## src/rtl/hex_uart_dumper.sv

```systemverilog
// FIFO-buffered word dumper: renders each word as upper-case ASCII hex on a byte UART.
// Optional HEX_DUMP_OVF_MARK_EN inserts '!' before the first word after an overflow.
module hex_uart_dumper #(
    parameter int          DATA_W         = 8,
    parameter int          FIFO_DEPTH     = 16,
    parameter int          WORDS_PER_LINE = 8,
    parameter logic [7:0]  SEP_CHAR       = 8'h20
) (
    input  logic                          clk_i,
    input  logic                          reset_i,
    input  logic [DATA_W-1:0]             data_i,
    input  logic                          valid_i,
    output logic                          ready_o,
    output logic [7:0]                    uart_byte_o,
    output logic                          uart_dv_o,
    input  logic                          uart_done_i,
    input  logic                          clear_ovf_i,
    output logic                          overflow_o,
    output logic [$clog2(FIFO_DEPTH):0]   fifo_count_o
);

    localparam int NDIG = DATA_W / 4;
    localparam int AW   = $clog2(FIFO_DEPTH);
    localparam int CW   = AW + 1;
    localparam int DCW  = (NDIG > 1) ? $clog2(NDIG) : 1;
    localparam int WCW  = (WORDS_PER_LINE > 0) ? $clog2(WORDS_PER_LINE + 1) : 1;

    typedef enum logic [3:0] {
        IDLE, LOAD, SEND_DIG, WAIT_DIG, SEND_SEP, WAIT_SEP,
        SEND_CR, WAIT_CR, SEND_LF, WAIT_LF
`ifdef HEX_DUMP_OVF_MARK_EN
        , SEND_MARK, WAIT_MARK
`endif
    } state_e;

    state_e               state_q, state_d;
    logic [DATA_W-1:0]    mem_q [FIFO_DEPTH];
    logic [AW-1:0]        wr_ptr_q, wr_ptr_d, rd_ptr_q, rd_ptr_d;
    logic [CW-1:0]        count_q, count_d;
    logic                 ovf_q, ovf_d;
    logic [DATA_W-1:0]    shreg_q, shreg_d;
    logic [DCW-1:0]       dig_q, dig_d;
    logic [WCW-1:0]       wcnt_q, wcnt_d, wcnt_inc;
    logic [7:0]           byte_q, byte_d;
    logic [7:0]           char;
    logic                 dv, full, empty, push, pop, drop, line_end;
`ifdef HEX_DUMP_OVF_MARK_EN
    logic                 mark_q, mark_d, mark_clr;
`endif

    function automatic logic [7:0] hex_ascii(input logic [3:0] n);
        return (n < 4'd10) ? {4'h3, n} : 8'h37 + {4'h0, n};
    endfunction

    assign full     = (count_q == CW'(FIFO_DEPTH));
    assign empty    = (count_q == '0);
    assign push     = valid_i && !full;
    assign drop     = valid_i && full;
    assign pop      = (state_q == LOAD);
    assign wcnt_inc = wcnt_q + WCW'(1);
    assign line_end = (WORDS_PER_LINE != 0) && (wcnt_inc == WCW'(WORDS_PER_LINE));

    always_comb begin
        wr_ptr_d = push ? wr_ptr_q + AW'(1) : wr_ptr_q;
        rd_ptr_d = pop ? rd_ptr_q + AW'(1) : rd_ptr_q;
        count_d  = count_q;
        unique case ({push, pop})
            2'b10:   count_d = count_q + CW'(1);
            2'b01:   count_d = count_q - CW'(1);
            default: ;
        endcase
        // a dropped push beats a same-cycle clear
        ovf_d = drop ? 1'b1 : (clear_ovf_i ? 1'b0 : ovf_q);
    end

    always_comb begin
        state_d = state_q;
        shreg_d = shreg_q;
        dig_d   = dig_q;
        wcnt_d  = wcnt_q;
        dv      = 1'b0;
        char    = 8'h00;
`ifdef HEX_DUMP_OVF_MARK_EN
        mark_clr = 1'b0;
`endif
        unique case (state_q)
            IDLE: if (!empty) state_d = LOAD;
            LOAD: begin
                shreg_d = mem_q[rd_ptr_q];
                dig_d   = DCW'(NDIG - 1);
`ifdef HEX_DUMP_OVF_MARK_EN
                state_d = mark_q ? SEND_MARK : SEND_DIG;
`else
                state_d = SEND_DIG;
`endif
            end
            SEND_DIG: begin
                dv      = 1'b1;
                char    = hex_ascii(shreg_q[DATA_W-1 -: 4]);
                state_d = WAIT_DIG;
            end
            WAIT_DIG: if (uart_done_i) begin
                shreg_d = shreg_q << 4;
                if (dig_q != '0) begin
                    dig_d   = dig_q - DCW'(1);
                    state_d = SEND_DIG;
                end else if (line_end) begin
                    wcnt_d  = '0;
                    state_d = SEND_CR;
                end else begin
                    wcnt_d  = (WORDS_PER_LINE != 0) ? wcnt_inc : '0;
                    state_d = SEND_SEP;
                end
            end
            SEND_SEP: begin
                dv      = 1'b1;
                char    = SEP_CHAR;
                state_d = WAIT_SEP;
            end
            WAIT_SEP: if (uart_done_i) state_d = IDLE;
            SEND_CR: begin
                dv      = 1'b1;
                char    = 8'h0D;
                state_d = WAIT_CR;
            end
            WAIT_CR: if (uart_done_i) state_d = SEND_LF;
            SEND_LF: begin
                dv      = 1'b1;
                char    = 8'h0A;
                state_d = WAIT_LF;
            end
            WAIT_LF: if (uart_done_i) state_d = IDLE;
`ifdef HEX_DUMP_OVF_MARK_EN
            SEND_MARK: begin
                dv      = 1'b1;
                char    = 8'h21;
                state_d = WAIT_MARK;
            end
            WAIT_MARK: if (uart_done_i) begin
                mark_clr = 1'b1;
                state_d  = SEND_DIG;
            end
`endif
            default: state_d = IDLE;
        endcase
        byte_d = dv ? char : byte_q;
    end

`ifdef HEX_DUMP_OVF_MARK_EN
    assign mark_d = (ovf_d && !ovf_q) || (mark_q && !mark_clr);
`endif

    always_ff @(posedge clk_i) begin
        if (push) mem_q[wr_ptr_q] <= data_i;
    end

    always_ff @(posedge clk_i or posedge reset_i) begin
        if (reset_i) begin
            state_q  <= IDLE;
            wr_ptr_q <= '0;
            rd_ptr_q <= '0;
            count_q  <= '0;
            ovf_q    <= 1'b0;
            shreg_q  <= '0;
            dig_q    <= '0;
            wcnt_q   <= '0;
            byte_q   <= 8'h00;
`ifdef HEX_DUMP_OVF_MARK_EN
            mark_q   <= 1'b0;
`endif
        end else begin
            state_q  <= state_d;
            wr_ptr_q <= wr_ptr_d;
            rd_ptr_q <= rd_ptr_d;
            count_q  <= count_d;
            ovf_q    <= ovf_d;
            shreg_q  <= shreg_d;
            dig_q    <= dig_d;
            wcnt_q   <= wcnt_d;
            byte_q   <= byte_d;
`ifdef HEX_DUMP_OVF_MARK_EN
            mark_q   <= mark_d;
`endif
        end
    end

    assign ready_o      = !full;
    assign uart_dv_o    = dv;
    assign uart_byte_o  = byte_d;
    assign overflow_o   = ovf_q;
    assign fifo_count_o = count_q;

endmodule

```

## config.mk

```make
export PLATFORM = sky130hd
export DESIGN_NAME = hex_uart_dumper
export DESIGN_NICKNAME = d
export VERILOG_FILES = /design/src/rtl/hex_uart_dumper.sv
export SDC_FILE = /design/constraint.sdc
export NUM_CORES = 1
export LEC_CHECK = 0
export ABC_AREA = 0
export CAP_MARGIN = 20
export CORE_UTILIZATION = 45
export DETAILED_ROUTE_END_ITERATION = 16
export GPL_TIMING_DRIVEN = 1
export SYNTH_ARGS = -nofsm -noshare
export SYNTH_HDL_FRONTEND = slang
export SYNTH_SLANG_ARGS = --single-unit
```

## constraint.sdc

```tcl
create_clock -name clk_i -period 4.7 [get_ports clk_i]
set_input_delay 0.94 -clock clk_i [delete_from_list [all_inputs] [get_ports clk_i]]
set_output_delay 0.94 -clock clk_i [all_outputs]
set_load 0.02 [all_outputs]
```

==> flow_metrics.env, run 1 <==
export IMPL_outcome="complete, no violations"
export IMPL_p_leak_uw=0.00285
export IMPL_powerDensity_nw_per_um2=646
export IMPL_end_kind="output pin"
export IMPL_gp_congestion=0.820
export IMPL_overflow=0
export IMPL_avgSynthCellArea_um2=15.2
export IMPL_maxCapViolCount=0
export IMPL_io_buffers=28
export IMPL_grt_max_degree=33
export IMPL_die_area_um2=16200
export IMPL_route_met3_wl_um=552
export IMPL_yosys_warnings=0
export IMPL_post_route_drc_count=0
export IMPL_dr_first_iter_drc_count=227
export IMPL_clock_latency_ns=0.42
export IMPL_finalWirelength_um=13900
export IMPL_tightest_slew_ns=1.06
export IMPL_rows=45
export IMPL_cts_tree="built"
export IMPL_slew_headroom=0.292
export IMPL_critPathArrivalTime_ns=2.64
export IMPL_max_freq_mhz=279
export IMPL_rsz0062_at_grt="no"
export IMPL_synthFlopType="edfxtp_1"
export IMPL_cts_sinks=167
export IMPL_grt_pass1_wl_um=22300
export IMPL_synth_seq_area_share=0.682
export IMPL_netlist_area_leader_share=0.544
export IMPL_ctsResizeCount=0
export IMPL_top_layer="met4"
export IMPL_synth_cell_types=51
export IMPL_fin_skew_ns=0.00511
export IMPL_synth_edf_count=128
export IMPL_syn_area_um2=7070
export IMPL_synth_common_cells="edfxtp_1 (128), dfrtp_1 (39), nand2_1 (36), nor2_1 (36), a21oi_1 (22)"
export IMPL_antenna_cells=0
export IMPL_synth_area_leaders="edfxtp_1 (54%), dfrtp_1 (14%), mux4_2 (6.1%)"
export IMPL_synthCells=466
export IMPL_grtUsageTotal=0.190
export IMPL_die_w_um=127
export IMPL_path_class="flip-flop to output pin"
export IMPL_post_cts_buffers=0
export IMPL_root_buffer="clkbuf_16"
export IMPL_ys_ff_latch=167
export IMPL_vdd_drop_max_v=0.000340
export IMPL_drive_gt1_frac=0.127
export IMPL_dpl_worst_slack_ns=1.46
export IMPL_core_area_um2=15300
export IMPL_cts_hold_buf=0
export IMPL_crit_fanout=20
export IMPL_cts_buffers=17
export IMPL_clk_pin_slew_ns=0.06
export IMPL_critPathRequiredTime_ns=3.76
export IMPL_cp_slowest_stage_delay_ns=0.63
export IMPL_wl_per_cell_um=19.2
export IMPL_final_nets=521
export IMPL_vias_per_cell=5.48
export IMPL_drtAntennaViolNets=0
export IMPL_tns_ns=0
export IMPL_io_pins=29
export IMPL_stdcell_area_um2=8100
export IMPL_clock_path_buffers=2
export IMPL_dr_pass1_iters=4
export IMPL_yosysTopAreaCell="edfxtp_1"
export IMPL_finalCritPeriodShare=0.761
export IMPL_via_count=3955
export IMPL_start_kind="flip-flop"
export IMPL_hp_class="flip-flop to flip-flop"
export IMPL_antenna_found_initial=0
export IMPL_die_y_um=127
export IMPL_finalHoldViolCount=0
export IMPL_cp_slowest_cell="clkdlybuf4s50_1"
export IMPL_postLayoutCoreUtil=0.531
export IMPL_dp_cells=689
export IMPL_final_instance_count_excl_fill=722
export IMPL_drv_slew=0
export IMPL_route_met2_wl_um=6880
export IMPL_path_cells="nand2b_1 -> a211oi_1 -> a21oi_1 -> o22ai_1 -> o2bb2ai_1 -> clkdlybuf4s50_1"
export IMPL_dpl_hpwl_um=9070
export IMPL_htreeDepth=4
export IMPL_grt_pass1_vias=4034
export IMPL_wl_met1_um=6230
export IMPL_area_growth_pct=14.6
export IMPL_syn_nets=489
export IMPL_synthArstFlopShare=0.234
export IMPL_min_period_ns=3.58
export IMPL_start_util=0.463
export IMPL_synth_most_common_cell="edfxtp_1"
export IMPL_setup_ws_ns=1.12
export IMPL_setup_viol=0
export IMPL_placed_cell_area_um2=7560
-- sequential cells by signal (all words and copies together) (netlist names) --
register,cells
byte_q,8
mem_q,128
dig_q,1
shreg_q,8
rd_ptr_q,4
wr_ptr_q,4
state_q,4
wcnt_q,4
overflow_o,1
fifo_count_o,5
-- per-layer routing --
| layer | GRT usage | up-vias |
|---|---|---|
| met3 | 0.0448 | 20 |
| met1 | 0.241 | 1986 |
| li1 | - | 1856 |
| met5 | 0 | - |
| met4 | 0.0721 | 0 |
| met2 | 0.317 | 93 |
-- worst paths after layout --
kind	from	end	slack (ns)	cells after the start
min	byte_q[5]	byte_q[5]	0.50	1
min reg2reg	byte_q[5]	byte_q[5]	0.50	1
min in group asynchronous	reset_i	fifo_count_o[2]	1.03	2
max reg2reg	fifo_count_o[0]	fifo_count_o[4]	1.92	12
max	state_q[3]	uart_byte_o[1]	1.12	6
max in group asynchronous	reset_i	byte_q[4]	2.89	3
-- placed cells by master (no fill, tap or decap), types with 16 or more instances in the layout --
cell and n:
mux2i_1 16, nand2_1 36, clkdlybuf4s50_1 28, edfxtp_1 128
clkbuf_16 17, mux4_2 19, a21oi_1 22, dfrtp_1 38
nor2_1 36, inv_1 16
-- worst max-delay path, delay by kind of cell (launching register included) --
family,cells,cell delay (ns)
AO/OA/AOI/OAI,4,0.66
flip-flops,1,0.58
buffers and inverters,1,0.63
AND/OR/NAND/NOR,1,0.34
-- power by group --
| part | total, µW | leakage (µW) | switching [µW] | internal [µW] |
|---|---|---|---|---|
| clock network | 1270 | 0.000251 | 581 | 687 |
| logic | 1740 | 0.000976 | 911 | 828 |
| registers | 2230 | 0.00162 | 364 | 1860 |
-- cell families after synthesis --
| logic type | after synthesis | share of synthesized area |
|---|---|---|
| flip-flops | 167 | 0.682 |
| AND/OR/NAND/NOR | 114 | 0.0759 |
| AO/OA/AOI/OAI | 75 | 0.0713 |
| multiplexers | 46 | 0.111 |
| buffers and inverters | 39 | 0.0232 |
| XOR/XNOR | 15 | 0.0186 |
| adder cells (fa/ha/maj) | 10 | 0.0177 |
-- metrics by stage --
stage | power (µW) | hold WS, ns
floorplan | 3440 | 0.466
global placement | 3980 | 0.481
detailed placement | 4010 | 0.482
CTS | 5280 | 0.495
global route | 5550 | 0.533
finish | 5230 | 0.500
-- layout make-up --
type | count | area [µm²]
Sequential cell | 167 | 4820
Clock buffer | 21 | 440
Tap cell | 211 | 264
Fill cell | 1255 | 7160
Multi-Input combinational cell | 260 | 2080
Inverter | 16 | 60.1
Timing Repair Buffer | 36 | 335
Clock inverter | 11 | 91.3
Power figures use the tool's default switching activity.
==> run 2, diff against run 1 <==
==> constraint.sdc (replaced) <==
create_clock -name clk_i -period 3.3 [get_ports clk_i]
set_input_delay 0.66 -clock clk_i [delete_from_list [all_inputs] [get_ports clk_i]]
set_output_delay 0.66 -clock clk_i [all_outputs]
set_load 0.02 [all_outputs]
==> flow_metrics.env, run 2 (synthesis results as in run 1) <==
export IMPL_rows=45
export IMPL_finalHoldViolCount=0
export IMPL_largest_reg_flops=128
export IMPL_finalWirelength_um=14400
export IMPL_core_area_um2=15300
export IMPL_rsz0062_at_grt="no"
export IMPL_clock_path_buffers=2
export IMPL_post_route_drc_count=0
export IMPL_io_buffers=28
export IMPL_overflow=0
export IMPL_drtAntennaViolNets=0
export IMPL_critPathRequiredTime_ns=2.64
export IMPL_dp_cells=709
export IMPL_tns_ns=0
export IMPL_start_kind="flip-flop"
export IMPL_dpl_hpwl_um=9530
export IMPL_powerDensity_nw_per_um2=951
export IMPL_min_period_ns=3.09
export IMPL_tightest_slew_ns=0.844
export IMPL_crit_fanout=2
export IMPL_cts_buffers=17
export IMPL_htreeDepth=4
export IMPL_die_area_um2=16200
export IMPL_layout_common_cells="edfxtp_1 (128), dfrtp_1 (37), nand2_1 (36), nor2_1 (36), clkdlybuf4s50_1 (28)"
export IMPL_path_class="flip-flop to output pin"
export IMPL_root_buffer="clkbuf_16"
export IMPL_clk_pin_slew_ns=0.07
export IMPL_fillers=1235
export IMPL_slew_headroom=0.438
export IMPL_grt_max_degree=22
export IMPL_setup_viol=0
export IMPL_grt_pass1_wl_um=22500
export IMPL_max_freq_mhz=324
export IMPL_die_w_um=127
export IMPL_vias_per_cell=5.49
export IMPL_fin_skew_ns=0.0119
export IMPL_dr_pass1_iters=4
export IMPL_start_util=0.463
export IMPL_outcome="complete, no violations"
export IMPL_via_count=4071
export IMPL_antenna_cells=0
export IMPL_final_common_cell="edfxtp_1"
export IMPL_area_growth_pct=18.7
export IMPL_vdd_drop_max_v=0.000555
export IMPL_cts_hold_buf=0
export IMPL_cts_sinks=167
export IMPL_drv_slew=0
export IMPL_postLayoutCoreUtil=0.550
export IMPL_cts_tree="built"
export IMPL_hp_class="flip-flop to flip-flop"
export IMPL_reg_top3="mem_q (128), byte_q (8), shreg_q (8)"
export IMPL_finalCritPeriodShare=0.935
export IMPL_ctsResizeCount=0
export IMPL_power_uw=7970
export IMPL_antenna_found_initial=0
export IMPL_post_cts_buffers=0
export IMPL_final_instance_count_excl_fill=741
export IMPL_end_kind="output pin"
export IMPL_maxCapViolCount=0
export IMPL_max_flop_register="mem_q"
export IMPL_io_pins=29
export IMPL_critPathArrivalTime_ns=2.43
export IMPL_drive_gt1_frac=0.166
export IMPL_die_y_um=127
export IMPL_grtUsageTotal=0.194
export IMPL_dr_first_iter_drc_count=268
export IMPL_clock_latency_ns=0.44
export IMPL_wl_per_cell_um=19.4
export IMPL_grt_pass1_vias=4070
export IMPL_gp_congestion=0.819
export IMPL_p_leak_uw=0.00303
export IMPL_final_nets=540
==> run 2: cell types whose count changed in the layout (fill, tap and decap cells not counted), sizes merged <==
cell and change:
clkinv +1, clkinvlp -3, bufinv +5, clkbuf -4, buf +19, inv +1
==> run 2: path summary, 6_finish.rpt <==
check	end	cells after the start	slack, ns	startpoint
setup / recovery	uart_byte_o[1]	7	0.21	shreg_q[4]
hold / removal	wcnt_q[2]	1	0.50	wcnt_q[2]
setup reg to reg	fifo_count_o[4]	11	0.55	state_q[2]
hold reg to reg	wcnt_q[2]	1	0.50	wcnt_q[2]
max in group asynchronous	rd_ptr_q[0]	3	1.98	reset_i
min in group asynchronous	byte_q[7]	2	0.63	reset_i
==> run 2: worst max-delay path, stage by stage, from the launching register on <==
cell and delay [ns]:
dfrtp_1 0.37, inv_1 0.08, ha_1 0.30, a211oi_1 0.25
a21oi_1 0.07, o22ai_1 0.14, o2bb2ai_1 0.16, clkdlybuf4s50_1 0.63
==> run 2: metal layers <==
layer,part of all wire,vias up,wire length [µm],GRT usage
met4,0.025,0,360,0.0840
met3,0.049,25,712,0.0574
met1,0.43,2057,6170,0.242
met2,0.50,98,7140,0.316
li1,-,1891,-,-
met5,0,-,0,0
==> run 2: power breakdown <==
part           internal, µW  switching (µW)
sequential             2650             460
combinational          1260            1370
clock                  1370             871
==> run 2: per-stage QoR <==
| stage | hold slack, ns | worst slack, ns | area [µm²] |
|---|---|---|---|
| final | 0.499 | 0.214 | 8390 |
| after global routing | 0.527 | 0.0885 | 8390 |
| after CTS | 0.505 | 0.108 | 8390 |
| after detailed placement | 0.495 | 0.576 | 7720 |
| after global placement | 0.477 | 0.649 | 7720 |
| after floorplan | 0.466 | 0.358 | 7070 |
==> run 2: layout make-up <==
| cell class | instances | area, µm² | share of cell area |
|---|---|---|---|
| Clock inverter | 15 | 236 | 0.0282 |
| Inverter | 16 | 60.1 | 0.00716 |
| Multi-Input combinational cell | 260 | 2080 | 0.249 |
| Timing Repair Buffer | 55 | 495 | 0.0591 |
| Clock buffer | 17 | 425 | 0.0507 |
| Sequential cell | 167 | 4820 | 0.575 |
| Tap cell | 211 | 264 | 0.0315 |
==> edit 1: new RTL, settings of run 2 <==
Change the parameter `WORDS_PER_LINE` from 8 to 16.
--- a/src/rtl/hex_uart_dumper.sv
+++ b/src/rtl/hex_uart_dumper.sv
@@ -3,7 +3,7 @@
 module hex_uart_dumper #(
     parameter int          DATA_W         = 8,
     parameter int          FIFO_DEPTH     = 16,
-    parameter int          WORDS_PER_LINE = 8,
+    parameter int          WORDS_PER_LINE = 16,
     parameter logic [7:0]  SEP_CHAR       = 8'h20
 ) (
     input  logic                          clk_i,
Function: same outputs for any inputs over 10 cycles, from zero or initial values and one cycle with reset_i high; that may be too few to reach the edited logic, so the function may still have changed.
==> edit 1 against run 2 <==
Wire length is 5.6% lower; register-to-register slack worse by 0.20 ns; final cell count is 2.4% lower; sequential cell count is 1 higher; power is 5.2% lower; count of clock-buffer cells in the layout is 1 higher; core utilization is 0.54 points lower; design area is 0.61% lower; combinational power is 4% lower; area after synthesis is 0.85% higher; largest power group unchanged; setup slack better by 0.013 ns.
==> edit 1: results (changes against run 2) <==
Power and ir drop
  • Clock group share of total power: 26.7% (-1.4 points)
  • Static leakage: 2.994 nW (-1.2%)
  • Net Sw Frac: 33.24% (-0.61 points)
  • VDD IR max: 0.4415 mV (-20%)

Layout
  • FF/Latch Area: 4845 um2 (+0.47%)
  • # clk buffers: 18 (+1)
  • Buffering overhead: 5.793% (-0.11 points)
  • Multi-input combinational area share: 25.02% (+0.17 points)
  • Inverters: 16 (unchanged)
  • Fin area: 8337 um2 (-0.61%)
  • Total Nets Final: 525 (-2.8%)
  • Multi-In Gates: 242 (-6.9%)
  • Layout cells sized above 1: 16.41% (-0.20 points)
  • Fillers: 1247 (+0.97%)
  • Final clock-cell share: 7.189% (-0.70 points)
  • Non-Filler Instances: 723 (-2.4%)

Placement
  • RePlAce Congestion: 0.7904 (-3.5%)
  • Dpl cell area: 7737 um2 (+0.16%)
  • Final HPWL DP: 8873 um (-6.9%)
  • Placement Setup Slack: 0.2636 ns (-0.3120 ns)

Global route
  • Global-route wire length before repair: 21800 um (-3.3%)
  • GRT Total Usage: 18.26% (-1.1 points)
  • Largest net degree at the start of global routing: 37 (+68%)

Timing
  • Clk_skew: 0.009866 ns (-0.001984 ns)
  • Peak Freq: 0.3254 GHz (+0.41%)

Clock tree
  • Sink Count: 168 (+0.60%)

Yosys
  • Synthesized area per cell: 15.91 um2 (+4.9%)
  • Post-Syn Nets: 473 (-3.3%)
  • Seq/Total Area, Yosys: 67.97% (-0.22 points)
  • Synth area leaders: edfxtp_1 54%, dfrtp_1 14%, mux4_1 4.8%
  • Post-synthesis cell count: 448 (-3.9%)
  • Count of cell types in the netlist: 54 (+5.9%)

Setup path
  • Arrival @ worst endpoint: 2.41 ns (-0.02 ns)
  • CP max FO: 6 (+4)
  • Reg2reg setup slack: 0.35 ns (-0.20 ns)

Route
  • Vias: 3903 (-4.1%)
  • Routed wire length: 13590 um (-5.6%)

Outcome
  • Status: completed
==> edit 1: cell count changes in the layout (fill, tap and decap cells not counted), sizes merged, moves of 4 or more <==
cell / run 2 / this run
a211oi: 6 / 0
mux4: 24 / 28
a221o: 4 / 0
nor2: 36 / 21
clkinv: 3 / 7
a31oi: 3 / 13
inv: 23 / 19
o21ai: 12 / 24
o211ai: 0 / 4
mux2i: 16 / 9
a21oi: 22 / 10
==> edit 1: per-stage QoR <==
step | total power, W | hold WS (ns)
detailed placement | 0.005597 | 0.4755
finish | 0.007559 | 0.4943
global route | 0.007988 | 0.5309
CTS | 0.007640 | 0.4984
floorplan | 0.004815 | 0.4622
global placement | 0.005547 | 0.4750
==> edit 1: final timing paths <==
| check | startpoint | to | depth (start not counted) |
|---|---|---|---|
| worst min register to register | byte_q[1] | byte_q[1] | 2 |
| worst max register to register | fifo_count_o[0] | fifo_count_o[4] | 12 |
| min in group asynchronous | reset_i | fifo_count_o[1] | 2 |
| worst max-delay path | shreg_q[5] | uart_byte_o[2] | 7 |
| worst min-delay path | byte_q[1] | byte_q[1] | 2 |
| max in group asynchronous | reset_i | rd_ptr_q[2] | 3 |
==> edit 1: timing repair <==
item	in CTS	in global routing
hold buffers	0	0
setup endpoints to repair	0	3
resized for setup	0	1
==> edit 1: cell families after synthesis <==
| group | share of synthesized area [%] |
|---|---|
| simple gates | 6.951 |
| fa+ha+maj | 2.212 |
| xor+xnor | 1.474 |
| buf+inv | 2.773 |
| flops | 67.97 |
| compound gates | 6.828 |
| mux | 11.80 |
==> edit 1: layer usage <==
layer / wire length [um] / track usage, %
met5: 0 / 0
met4: 206 / 8.166
met3: 443 / 3.715
met2: 6477 / 29.16
met1: 6460 / 24.34
==> edit 2: new RTL, settings of run 2 <==
Made on the original files. Make the reset (`reset_i`) synchronous in one clocked block.
--- a/src/rtl/hex_uart_dumper.sv
+++ b/src/rtl/hex_uart_dumper.sv
@@ -154,7 +154,7 @@
         if (push) mem_q[wr_ptr_q] <= data_i;
     end
 
-    always_ff @(posedge clk_i or posedge reset_i) begin
+    always_ff @(posedge clk_i) begin
         if (reset_i) begin
             state_q  <= IDLE;
             wr_ptr_q <= '0;
Function: differs if reset_i is asserted again (counterexample within 4 cycles, from zero or initial values and one cycle with reset_i high); with reset_i held inactive, the same outputs for 10 cycles.
==> edit 2 against run 2 <==
Wire length down 4.9%; hold slack lost 0.031 ns; design area decreased by 0.63%; non-clock buffer count down 1; setup slack worse by 0.10 ns; clock skew down 0.0033 ns; synthesized cell count increased by 1.7%; sequential share of layout area shrank 1.0 points; final cell count grew 0.40%; largest cell class unchanged; area after synthesis grew 1.5%; sequential cell count up 4.
Power is not compared: it rests on default switching activity, and its combinational part moved more than twofold at a synthesized area within 25%.
==> edit 2: results (changes against run 2) <==
Outcome
  • Status: completed

Route
  • DR iter-0 viols: 279 (+4.1%)
  • DR WL met3: 710 um (-0.28%)
  • Vias: 4009 (-1.5%)
  • Vias per inst: 5.388 (-1.9%)
  • Routed wire length: 13690 um (-4.9%)
  • M1 WL: 6026 um (-2.4%)

Clock tree
  • Clk_lat worst skew: 0.42 ns (-0.02 ns)
  • Clock H-tree levels: 4 (unchanged)

Setup path
  • Reg2Reg Launch Point: fifo_count_o[2]
  • Cell family with most CP delay: flip-flops
  • R2R Path End: fifo_count_o[4]
  • Reg2reg setup slack: 0.37 ns (-0.18 ns)
  • Crit-path max cell delay: 0.77 ns (+0.14 ns)
  • R2R depth: 10 (-1)
  • Slowest cell on crit path: dfxtp_1
  • CP max FO: 18 (+16)

Global route
  • Initial antenna violation count: 0 (unchanged)
  • M3 GR Usage: 4.800% (-0.94 points)
  • GRT Total Usage: 18.38% (-1.0 points)
  • GR Layer Usage met1: 24.48% (+0.32 points)
  • Routing usage on met2: 29.19% (-2.4 points)

Yosys
  • Post-Syn Nets: 497 (+1.6%)
  • Top post-synthesis cells by count: 128 x edfxtp_1, 52 x nor2_1, 43 x dfxtp_1
  • Synth area leaders: edfxtp_1 54%, dfxtp_1 12%, mux4_2 10%
  • Count of cell types in the netlist: 56 (+9.8%)
  • Asr flop ratio synth: 0% (-23 points)
  • Seq/Total Area, Yosys: 65.57% (-2.6 points)

Timing
  • Hold WS: 0.4688 ns (-0.03055 ns)
  • Clk_skew: 0.008519 ns (-0.003332 ns)

Placement
  • RePlAce Congestion: 0.7675 (-6.3%)
  • Dpl cell area: 7774 um2 (+0.63%)
  • Final HPWL DP: 9146 um (-4.0%)

Layout
  • Total Nets Final: 543 (+0.56%)
  • Layout cells sized above 1: 18.20% (+1.6 points)

Min path
  • Hold path start: shreg_q[3]
## edit 2: cell count changes after synthesis, sizes merged, moves of 6 or more
cell / change
nand2: -20
mux4: +8
a21oi: -14
dfrtp: -39
dfxtp: +43
nor2: +16
buf: +7
xnor2: -8
inv: -6
## edit 2: layout make-up
| type | instances | area, um2 |
|---|---|---|
| inverter | 10 | 37.54 |
| fill | 1267 | 7036 |
| tap | 211 | 264.0 |
| clock inverter | 11 | 120.1 |
| timing repair buffer | 54 | 475.5 |
| multi-input combinational | 266 | 2291 |
| clock buffer | 21 | 440.4 |
| sequential | 171 | 4707 |
## edit 2: power by group
| group | switching, W | internal (W) | total (W) |
|---|---|---|---|
| Clock | 0.000794 | 0.00111 | 0.00190 |
| Sequential | 0.000155 | 0.00245 | 0.00260 |
| Combinational | 0.000570 | 0.000549 | 0.00112 |
| Total | 0.00152 | 0.00410 | 0.00562 |
## edit 2: logic make-up (layout without fill, tap and decap cells)
family,after synthesis,count (layout),share of synthesized area (%)
flip-flops,171,171,65.57
buffers and inverters,37,96,2.494
AO/OA/AOI/OAI,67,67,6.540
AND/OR/NAND/NOR,123,123,8.877
XOR/XNOR,11,11,1.343
multiplexers,55,55,13.43
adder cells (fa/ha/maj),10,10,1.744
## edit 2: how the worst max path moves through the flow
| stage | from | endpoint | slack (ns) | cells after the start |
|---|---|---|---|---|
| finish | state_q[3] | uart_byte_o[4] | 0.11 | 4 |
| global route | state_q[3] | uart_byte_o[4] | 0.02 | 4 |
| CTS | state_q[3] | uart_byte_o[4] | 0.13 | 4 |
| detailed placement | valid_i | fifo_count_o[4] | 0.15 | 10 |
| global placement | valid_i | fifo_count_o[4] | 0.21 | 10 |
| floorplan | fifo_count_o[1] | fifo_count_o[4] | 0.32 | 12 |
